### src/rtl/uart_tx_arbiter_if.sv
// Signal bundle between the byte requesters, the arbiter and the uart_top transmit path.
// The slave side is the arbiter. The master side is the requesters plus uart_top (or a bench).
interface uart_tx_arbiter_if #(
    parameter int NUM_REQ = 4,
    parameter int IDW     = 2
);
    logic [NUM_REQ-1:0]   req;
    logic [8*NUM_REQ-1:0] req_data;
    logic [NUM_REQ-1:0]   ack;
    logic [NUM_REQ-1:0]   done;
    logic [7:0]           uart_data;
    logic                 uart_send;
    logic                 uart_busy;
    logic                 active;
    logic [IDW-1:0]       active_id;
    logic                 err_timeout;

    modport master (
        output req, req_data, uart_busy,
        input  ack, done, uart_data, uart_send, active, active_id, err_timeout
    );

    modport slave (
        input  req, req_data, uart_busy,
        output ack, done, uart_data, uart_send, active, active_id, err_timeout
    );
endinterface

### src/rtl/uart_tx_arbiter.sv
// Round-robin arbiter sharing one uart_top transmit path among NUM_REQ byte requesters.
// It grants, latches and sends one byte, then tracks busy to report completion or a start timeout.
module uart_tx_arbiter #(
    parameter int NUM_REQ      = 4,
    parameter int BUSY_TIMEOUT = 16,
    parameter int IDW          = 2
) (
    input  logic              clk,
    input  logic              rst,
    uart_tx_arbiter_if.slave  bus
);
    localparam int CW = $clog2(BUSY_TIMEOUT);
    localparam logic [CW-1:0] CNT_LAST = CW'(BUSY_TIMEOUT - 1);

    localparam logic [1:0] ST_IDLE       = 2'd0;
    localparam logic [1:0] ST_WAIT_START = 2'd1;
    localparam logic [1:0] ST_WAIT_DONE  = 2'd2;

    logic [1:0]         r_state;
    logic [IDW-1:0]     r_last_grant;
    logic [IDW-1:0]     r_active_id;
    logic [CW-1:0]      r_cnt;
    logic [7:0]         r_data;
    logic               r_send;
    logic               r_err;
    logic [NUM_REQ-1:0] r_ack;
    logic [NUM_REQ-1:0] r_done;

    logic [7:0]         w_bytes [NUM_REQ];
    logic               w_grant_ok;
    logic [IDW-1:0]     w_winner;
    logic [IDW:0]       w_pos;

    genvar gi;
    generate
        for (gi = 0; gi < NUM_REQ; gi++) begin : g_bytes
            assign w_bytes[gi] = bus.req_data[8*gi +: 8];
        end
    endgenerate

    // Scan from the farthest slot to the nearest one after last_grant, so the nearest set request wins.
    always_comb begin
        w_grant_ok = 1'b0;
        w_winner   = '0;
        w_pos      = '0;
        for (int k = NUM_REQ; k >= 1; k--) begin
            w_pos = {1'b0, r_last_grant} + (IDW+1)'(k);
            if (w_pos >= (IDW+1)'(NUM_REQ)) begin
                w_pos = w_pos - (IDW+1)'(NUM_REQ);
            end
            if (bus.req[w_pos[IDW-1:0]]) begin
                w_grant_ok = 1'b1;
                w_winner   = w_pos[IDW-1:0];
            end
        end
    end

    always_ff @(posedge clk) begin
        if (rst) begin
            r_state      <= ST_IDLE;
            r_last_grant <= IDW'(NUM_REQ - 1);
            r_active_id  <= '0;
            r_cnt        <= '0;
            r_data       <= 8'h00;
            r_send       <= 1'b0;
            r_err        <= 1'b0;
            r_ack        <= '0;
            r_done       <= '0;
        end else begin
            r_send <= 1'b0;
            r_err  <= 1'b0;
            r_ack  <= '0;
            r_done <= '0;
            case (r_state)
                ST_IDLE: begin
                    // Busy gate also protects against a frame left running by a reset.
                    if (w_grant_ok && !bus.uart_busy) begin
                        r_data          <= w_bytes[w_winner];
                        r_send          <= 1'b1;
                        r_ack[w_winner] <= 1'b1;
                        r_active_id     <= w_winner;
                        r_last_grant    <= w_winner;
                        r_cnt           <= '0;
                        r_state         <= ST_WAIT_START;
                    end
                end
                ST_WAIT_START: begin
                    if (bus.uart_busy) begin
                        r_state <= ST_WAIT_DONE;
                    end else if (r_cnt == CNT_LAST) begin
                        r_err   <= 1'b1;
                        r_state <= ST_IDLE;
                    end else begin
                        r_cnt <= r_cnt + CW'(1);
                    end
                end
                ST_WAIT_DONE: begin
                    if (!bus.uart_busy) begin
                        r_done[r_active_id] <= 1'b1;
                        r_state             <= ST_IDLE;
                    end
                end
                default: r_state <= ST_IDLE;
            endcase
        end
    end

    assign bus.ack         = r_ack;
    assign bus.done        = r_done;
    assign bus.uart_data   = r_data;
    assign bus.uart_send   = r_send;
    assign bus.active      = (r_state != ST_IDLE);
    assign bus.active_id   = r_active_id;
    assign bus.err_timeout = r_err;
endmodule
### src/flat_wrapper.sv
// flat-port wrapper written by rule: the top's interface ports become plain ports
module uart_tx_arbiter_flat 
#(
    parameter int NUM_REQ      = 4,
    parameter int BUSY_TIMEOUT = 16,
    parameter int IDW          = 2
)
  (clk, rst, bus_req, bus_req_data, bus_uart_busy, bus_ack, bus_done, bus_uart_data, bus_uart_send, bus_active, bus_active_id, bus_err_timeout);
  uart_tx_arbiter_if #(.NUM_REQ(NUM_REQ), .IDW(IDW)) bus_i ();
  input  logic clk;
  input  logic rst;
  input wire logic [$bits(bus_i.req)-1:0] bus_req;
  input wire logic [$bits(bus_i.req_data)-1:0] bus_req_data;
  input wire logic [$bits(bus_i.uart_busy)-1:0] bus_uart_busy;
  output wire logic [$bits(bus_i.ack)-1:0] bus_ack;
  output wire logic [$bits(bus_i.done)-1:0] bus_done;
  output wire logic [$bits(bus_i.uart_data)-1:0] bus_uart_data;
  output wire logic [$bits(bus_i.uart_send)-1:0] bus_uart_send;
  output wire logic [$bits(bus_i.active)-1:0] bus_active;
  output wire logic [$bits(bus_i.active_id)-1:0] bus_active_id;
  output wire logic [$bits(bus_i.err_timeout)-1:0] bus_err_timeout;
  assign bus_i.req = bus_req;
  assign bus_i.req_data = bus_req_data;
  assign bus_i.uart_busy = bus_uart_busy;
  assign bus_ack = bus_i.ack;
  assign bus_done = bus_i.done;
  assign bus_uart_data = bus_i.uart_data;
  assign bus_uart_send = bus_i.uart_send;
  assign bus_active = bus_i.active;
  assign bus_active_id = bus_i.active_id;
  assign bus_err_timeout = bus_i.err_timeout;
  uart_tx_arbiter #(.NUM_REQ(NUM_REQ), .BUSY_TIMEOUT(BUSY_TIMEOUT), .IDW(IDW)) u_core (.clk(clk), .rst(rst), .bus(bus_i));
endmodule
### config.mk
export PLATFORM = sky130hd
export DESIGN_NAME = uart_tx_arbiter_flat
export DESIGN_NICKNAME = d
export VERILOG_FILES = /design/src/rtl/uart_tx_arbiter_if.sv /design/src/rtl/uart_tx_arbiter.sv /design/src/flat_wrapper.sv
export SDC_FILE = /design/constraint.sdc
export NUM_CORES = 1
export LEC_CHECK = 0
export ABC_AREA = 1
export CAP_MARGIN = 25
export CELL_PAD_IN_SITES_DETAIL_PLACEMENT = 1
export CELL_PAD_IN_SITES_GLOBAL_PLACEMENT = 1
export CORE_ASPECT_RATIO = 0.9
export CORE_MARGIN = 3
export CORE_UTILIZATION = 33
export CTS_BUF_LIST = sky130_fd_sc_hd__clkbuf_8
export DETAILED_ROUTE_END_ITERATION = 12
export PLACE_DENSITY = 0.9
export SLEW_MARGIN = 20
export SYNTH_ARGS = -nofsm -noshare
export SYNTH_HDL_FRONTEND = slang
export SYNTH_SLANG_ARGS = --single-unit
### constraint.sdc
create_clock -name clk -period 5.3 [get_ports clk]
set_clock_uncertainty 0.15 [all_clocks]
set_input_delay 1.325 -clock clk [delete_from_list [all_inputs] [get_ports clk]]
set_output_delay 1.325 -clock clk [all_outputs]
set_load 0.005 [all_outputs]
==> results of run 1 <==
-- sequential cells by signal, indices dropped and copies added (netlist names) --
register and flops:
u_core.bus.uart_data 8, u_core.bus.ack 4, u_core.bus.done 4, u_core.r_cnt 4, u_core.bus.active_id 2, u_core.r_last_grant 2
u_core.r_state 2, u_core.bus.err_timeout 1, u_core.bus.uart_send 1
-- final cells by class --
cell class                      count  area [µm²]
Clock buffer                        3       41.29
Fill cell                         579        2335
Inverter                           27       101.3
Multi-Input combinational cell    178       869.6
Sequential cell                    28       560.5
Tap cell                           62       77.57
Timing Repair Buffer               59       590.6
-- through the flow --
step                hold slack (ns)  total power [W]  utilization
CTS                          0.3672        0.0007590       0.4897
floorplan                    0.3138        0.0005365            -
global route                 0.3984        0.0008124       0.4897
detailed placement           0.3547        0.0006454       0.4807
finish                       0.3709        0.0007553       0.4897
global placement             0.3308        0.0006321       0.4807
-- worst max-delay path: cells and delay by family --
family                 cells  cell delay (ns)
AND/OR/NAND/NOR           10             1.36
buffers and inverters      4             0.81
-- logic make-up (layout without fill, tap and decap cells) --
kind of cell | after synthesis | after routing
simple gates | 157 | 157
buf+inv | 37 | 89
flops | 28 | 28
compound gates | 19 | 19
fa+ha+maj | 1 | 1
xor+xnor | 1 | 1
-- cells in the mapped netlist, types with 2 or more instances --
| master | instances |
|---|---|
| inv_1 | 22 |
| buf_4 | 3 |
| dfxtp_1 | 28 |
| nor2_1 | 15 |
| o21ai_0 | 3 |
| inv_2 | 5 |
| nor3_1 | 9 |
| buf_2 | 3 |
| o211ai_1 | 2 |
| nand2_2 | 12 |
| buf_6 | 3 |
| nand2_1 | 74 |
| nand3_1 | 36 |
| o21a_1 | 5 |
| a21oi_1 | 8 |
| nor2_2 | 2 |
| nor2_4 | 2 |
| nand3_2 | 3 |
-- power groups by stage --
stage                     clock (W)  combinational [W]  sequential (W)
after detailed placement          0           0.000383        0.000262
after global routing       0.000123           0.000427        0.000262
after floorplan                   0           0.000278        0.000259
after global placement            0           0.000370        0.000262
final                      0.000117           0.000380        0.000258
after CTS                  0.000116           0.000385        0.000258
-- routing by layer --
| metal | GRT usage | part of all wire |
|---|---|---|
| met5 | 0 | 0 |
| met2 | 0.3058 | 0.47 |
| met1 | 0.2141 | 0.46 |
| met3 | 0.04963 | 0.067 |
| met4 | 0.02290 | 0.0037 |
-- final timing paths --
path                              to  slack [ns]  depth (start not counted)
min reg2reg          u_core.r_cnt[2]        0.37                          2
max          u_core.bus.uart_data[1]        1.81                         14
min                  u_core.r_cnt[2]        0.37                          2
max reg2reg  u_core.bus.uart_data[1]        2.75                         13
==> tab_implementation.tex, run 1 <==
\begin{tabular}{lr}
\hline
Metric & Value \\
\hline
\multicolumn{2}{l}{\textbf{Route}} \\
First-pass iteration count of the detailed router & 4 \\
Routed via count divided by cell count & 4.857 \\
Post-DRT Antenna Nets & 0 \\
Total detailed-routing wirelength & 4802 µm \\
Final routed DRC violation total & 0 \\
Violation count after the first detailed-route iteration & 52 \\
Via Count & 1734 \\
DR WL/cell & 13.45 µm \\
\multicolumn{2}{l}{\textbf{Hold path}} \\
Worst min-delay path class & flop to flop \\
HP Start & u\_core.r\_cnt[2] \\
\multicolumn{2}{l}{\textbf{Logic synthesis}} \\
XOR/XNOR Fraction of Synth Area & 0.005452 \\
Post-Synthesis Mean Instance Area & 6.611 µm² \\
Compound-gate portion of the synthesized area & 0.07087 \\
Area share of the largest cell type after synthesis & 0.3489 \\
Synthesis warning total & 0 \\
Net count after synthesis & 283 \\
Biggest area contributors in the synthesized netlist & dfxtp\_1 (35\%), nand2\_1 (17\%), nand3\_1 (11\%) \\
Dominant combinational cell family by area after synthesis & simple AND/OR/NAND/NOR gates \\
Number of distinct library cells after synthesis & 26 \\
Predominant post-synthesis flop cell & dfxtp\_1 \\
Sequential fraction of the synthesis area & 0.3489 \\
Share of synthesized area spent on multiplexers & 0 \\
Gate count after technology mapping & 243 \\
Combined area of all synthesized cells & 0.001607 mm² \\
Async set-or-reset flop fraction in the synthesized netlist & 0 \\
Fraction of the mapped netlist area in simple logic gates & 0.4572 \\
Post-synth EDFFs & 0 \\
Adder-cell share of the synthesized area & 0.007788 \\
Synthesis-stage register bit count & 28 \\
Post-synth top area cell & dfxtp\_1 \\
\multicolumn{2}{l}{\textbf{Die}} \\
Die Height & 72.19 µm \\
IO Count & 60 \\
Row cnt & 23 \\
Die area & 0.005742 mm² \\
Die Width & 79.55 µm \\
Starting density of the core & 0.3511 \\
Core Region & 0.004576 mm² \\
\multicolumn{2}{l}{\textbf{Layout}} \\
Syn-to-layout area delta & 39.49\% \\
Non-Filler Cell Area, Final & 0.002241 mm² \\
Total inserted antenna cells & 0 \\
Proportion of layout cells with a drive suffix above 1 & 0.09831 \\
Number of nets at the end of the flow & 337 \\
Number of standard cells in the final layout excluding fillers & 357 \\
Most common cell after layout, fill and taps aside & nand2\_1 \\
Commonest cells after routing, fill and taps aside & nand2\_1 (74), clkdlybuf4s50\_1 (59), nand3\_1 (36) \\
\multicolumn{2}{l}{\textbf{GRT}} \\
Largest net degree at the start of global routing & 22 \\
Aggregate global routing overflow & 0 \\
Wire length of the first global-routing pass & 8004 µm \\
Number of antenna violations at the first check in global routing & 0 \\
Total track usage & 0.1729 \\
Via count of the first global-routing pass & 1800 \\
\multicolumn{2}{l}{\textbf{Placed design}} \\
Post-detailed-placement half-perimeter wirelength & 3838 µm \\
Count of buffers inserted at the top-level ports & 59 \\
Worst slack, placed & 1.510 ns \\
Final weighted congestion in routability-driven placement & 0.7899 \\
Cell Area, Placed & 0.002200 mm² \\
Placed insts & 354 \\
\multicolumn{2}{l}{\textbf{STA}} \\
Headroom to the max-slew limit & 0.5397 \\
\# setup viols final & 0 \\
Setup slack of the critical path after layout & 1.813 ns \\
Final min period & 3.487 ns \\
Max-slew violation total from the final report & 0 \\
Maximum achievable frequency & 286.8 MHz \\
Hold Violations, Final & 0 \\
Setup repair after global routing missed its margin & false \\
Least-Margin Pin Slew & 0.6879 ns \\
Accumulated negative setup slack & 0 ns \\
Share of the clock period used by the worst path & 0.6580 \\
\multicolumn{2}{l}{\textbf{Critical path}} \\
Setup CP Type & primary input to flop \\
Type of origin of the critical path & primary input \\
Signal arrival time at the worst endpoint & 3.51 ns \\
Req. time, crit path & 5.33 ns \\
Biggest fanout along the worst timing path & 21 \\
Nature of the critical path endpoint & flop \\
Delay of the slowest critical-path stage & 0.49 ns \\
Worst setup path startpoint & bus\_req[1] \\
CP max-delay cell & clkdlybuf4s50\_1 \\
Crit path cell chain & clkdlybuf4s50\_1 -> inv\_1 -> nand2\_1 -> nand3\_1 -> nand2\_1 -> inv\_1 -> nand2\_1 -> nand3\_2 -> nand2\_2 -> inv\_1 -> nand3\_1 -> nand3\_1 -> nor2\_1 -> nor2\_1 \\
Crit Reg-Reg Startpoint & u\_core.r\_last\_grant[0] \\
\multicolumn{2}{l}{\textbf{Power and ir drop}} \\
Areal power density over the cells & 337.1 mW/mm² \\
Gate power share & 0.503 \\
Sw power & 0.0003195 W \\
Relative contribution of sequential cells to total power & 0.342 \\
Internal power contribution & 0.0004358 W \\
Pleak & 1.013 nW \\
Worst supply voltage drop on vdd & 0.1292 mV \\
Share of total power in the clock network & 0.155 \\
Sw frac & 0.4230 \\
\multicolumn{2}{l}{\textbf{Clocking}} \\
CTS clk-pin slew, worst paths & 0.09 ns \\
Total number of H-tree levels & 1 \\
CTS Buf Count & 3 \\
\# resized after CTS & 0 \\
Worst-Skew Late Latency & 0.28 ns \\
Clock tree root buffer cell & clkbuf\_8 \\
CTS tree & done \\
TritonCTS Sinks & 28 \\
Maximum clock insertion buffer count & 2 \\
Hold buffers post-CTS & 0 \\
Postcts setup bufs & 0 \\
\multicolumn{2}{l}{\textbf{Run}} \\
Max-capacitance violation count & 0 \\
\multicolumn{2}{l}{\textbf{Run status}} \\
Outcome & complete, no violations \\
\hline
\end{tabular}
Note: power is estimated with default switching activity, not from simulation.
==> run 2: changes to the inputs <==
Settings changed: CORE_UTILIZATION 33 to 28, PLACE_DENSITY 0.9 to 0.81.
Clock period 5.3 ns to 2.95 ns, I/O delays scaled along.
==> tab_implementation.tex, run 2 (same netlist as run 1, synthesis figures left out) <==
\begin{tabular}{lr}
\hline
Metric & Value \\
\hline
\multicolumn{2}{l}{\textbf{GRT}} \\
Met1 layer usage reported by global route & 0.1931 \\
Via count of the first global-routing pass & 1797 \\
Number of antenna violations at the first check in global routing & 0 \\
Global route hottest layer & met2 \\
Wire length of the first global-routing pass & 8259 µm \\
Aggregate global routing overflow & 0 \\
Total track usage & 0.1550 \\
Met2 track utilization from global routing & 0.2453 \\
Global routing met3 resource utilization & 0.05096 \\
Largest net degree at the start of global routing & 21 \\
\multicolumn{2}{l}{\textbf{Layout}} \\
Number of nets at the end of the flow & 344 \\
Commonest cells after routing, fill and taps aside & nand2\_1 (74), clkdlybuf4s50\_1 (59), nand3\_1 (36) \\
Most common cell after layout, fill and taps aside & nand2\_1 \\
Syn-to-layout area delta & 45.02\% \\
Sequential standard cell area & 560.5 µm² \\
Total inserted antenna cells & 0 \\
Filler Cell Count & 697 \\
Multi-input logic area & 869.6 µm² \\
Proportion of layout cells with a drive suffix above 1 & 0.1221 \\
Largest register FFs & 8 \\
\multicolumn{2}{l}{\textbf{Power and ir drop}} \\
Areal power density over the cells & 638.3 mW/mm² \\
Sw power & 0.0005771 W \\
Gate power share & 0.484 \\
Internal power contribution & 0.0009100 W \\
Pwr Total & 0.001487 W \\
Relative contribution of sequential cells to total power & 0.311 \\
Sw frac & 0.3881 \\
Share of total power in the clock network & 0.205 \\
Worst supply voltage drop on vdd & 0.2619 mV \\
Pleak & 1.060 nW \\
\multicolumn{2}{l}{\textbf{Die}} \\
IO Count & 60 \\
Row cnt & 25 \\
Die Height & 77.86 µm \\
Core Region & 0.005411 mm² \\
Die Width & 85.85 µm \\
Starting density of the core & 0.2969 \\
Die area & 0.006684 mm² \\
\multicolumn{2}{l}{\textbf{STA}} \\
Hold Violations, Final & 0 \\
\# setup viols final & 0 \\
Least-Margin Pin Slew & 0.5028 ns \\
Maximum achievable frequency & 402.0 MHz \\
Share of the clock period used by the worst path & 0.8432 \\
Headroom to the max-slew limit & 0.6632 \\
Max-slew violation total from the final report & 0 \\
Setup repair after global routing missed its margin & false \\
Accumulated negative setup slack & 0 ns \\
Final min period & 2.487 ns \\
\multicolumn{2}{l}{\textbf{Critical path}} \\
Setup CP Type & primary input to flop \\
Type of origin of the critical path & primary input \\
Crit path cell chain & clkdlybuf4s50\_1 -> nand2\_1 -> nand2\_2 -> nand2\_1 -> nand2\_2 -> inv\_2 -> nand2\_2 -> nand3\_2 -> nand2\_2 -> buf\_4 -> nor2\_4 -> nand2\_1 -> nand2\_1 -> nor2\_1 -> nor2\_1 \\
Delay of the slowest critical-path stage & 0.48 ns \\
Req. time, crit path & 2.97 ns \\
Nature of the critical path endpoint & flop \\
Signal arrival time at the worst endpoint & 2.50 ns \\
Biggest fanout along the worst timing path & 11 \\
Family with the most delay on the worst path & simple AND/OR/NAND/NOR gates \\
Combined buffer and inverter count along the critical path & 3 \\
CP max-delay cell & clkdlybuf4s50\_1 \\
\multicolumn{2}{l}{\textbf{Hold path}} \\
Worst min-delay path class & flop to flop \\
\multicolumn{2}{l}{\textbf{Route}} \\
Final routed DRC violation total & 0 \\
Post-DRT Antenna Nets & 0 \\
Violation count after the first detailed-route iteration & 47 \\
First-pass iteration count of the detailed router & 4 \\
Routed via count divided by cell count & 4.768 \\
Total detailed-routing wirelength & 4899 µm \\
Via Count & 1764 \\
DR WL/cell & 13.24 µm \\
\multicolumn{2}{l}{\textbf{Clocking}} \\
Clock tree root buffer cell & clkbuf\_8 \\
\# resized after CTS & 0 \\
CTS tree & done \\
Hold buffers post-CTS & 0 \\
TritonCTS Sinks & 28 \\
Maximum clock insertion buffer count & 2 \\
CTS clk-pin slew, worst paths & 0.09 ns \\
Postcts setup bufs & 0 \\
Total number of H-tree levels & 1 \\
Worst-Skew Late Latency & 0.28 ns \\
CTS Buf Count & 3 \\
\multicolumn{2}{l}{\textbf{Placed design}} \\
Post-detailed-placement half-perimeter wirelength & 3981 µm \\
Count of buffers inserted at the top-level ports & 59 \\
Final weighted congestion in routability-driven placement & 0.8067 \\
\multicolumn{2}{l}{\textbf{Run}} \\
Max-capacitance violation count & 0 \\
\multicolumn{2}{l}{\textbf{Run status}} \\
Outcome & complete, no violations \\
\hline
\end{tabular}
## run 2: cell types whose count changed in the layout (fill, tap and decap cells not counted)
cell | before | now
buf_4 | 0 | 7
bufinv_16 | 0 | 1
## run 2: layer usage
metal	vias to the layer above	routed length, µm
li1	900	-
met1	792	2251
met2	60	2182
met3	12	337
met4	0	127
met5	-	0
## run 2: layout make-up
class                           count  area share
Clock buffer                        3     0.01772
Tap cell                           67     0.03598
Multi-Input combinational cell    178      0.3733
Clock inverter                      1     0.01289
Timing Repair Buffer               66      0.2760
Sequential cell                    28      0.2406
Inverter                           27     0.04350
## run 2: power groups by stage
| stage | clock network [W] | logic [W] | registers, W |
|---|---|---|---|
| 2_1_floorplan | 0 | 0.000499 | 0.000465 |
| 3_3_place_gp | 0 | 0.000700 | 0.000470 |
| 3_5_place_dp | 0 | 0.000726 | 0.000471 |
| 4_1_cts | 0.000314 | 0.000731 | 0.000464 |
| 5_1_grt | 0.000328 | 0.000812 | 0.000471 |
| 6_report | 0.000305 | 0.000719 | 0.000463 |
## run 2: path summary, 6_finish.rpt
| path | slack, ns | from | end | depth (start not counted) |
|---|---|---|---|---|
| worst max-delay path | 0.46 | bus_req[0] | u_core.bus.uart_data[0] | 15 |
| worst min-delay path | 0.36 | u_core.r_cnt[0] | u_core.r_cnt[0] | 2 |
| worst max register to register | 0.79 | u_core.r_last_grant[0] | u_core.bus.uart_data[0] | 12 |
| worst min register to register | 0.36 | u_core.r_cnt[0] | u_core.r_cnt[0] | 2 |
## run 2: worst min-delay path: stages, from the launching register on
cell and delay, ns:
dfxtp_1 0.34, nand2_1 0.07, a21oi_1 0.05
## run 2: through the flow
stage               instance area [µm²]  instances    util  hold WS (ns)  worst slack [ns]
floorplan                          1607        243       -        0.3138            0.9829
global placement                   2258        366  0.4173        0.3343            0.2558
detailed placement                 2258        366  0.4173        0.3485            0.1673
CTS                                2330        370  0.4305        0.3641            0.4289
global route                       2330        370  0.4305        0.3920            0.2889
finish                             2330        370  0.4305        0.3571            0.4625
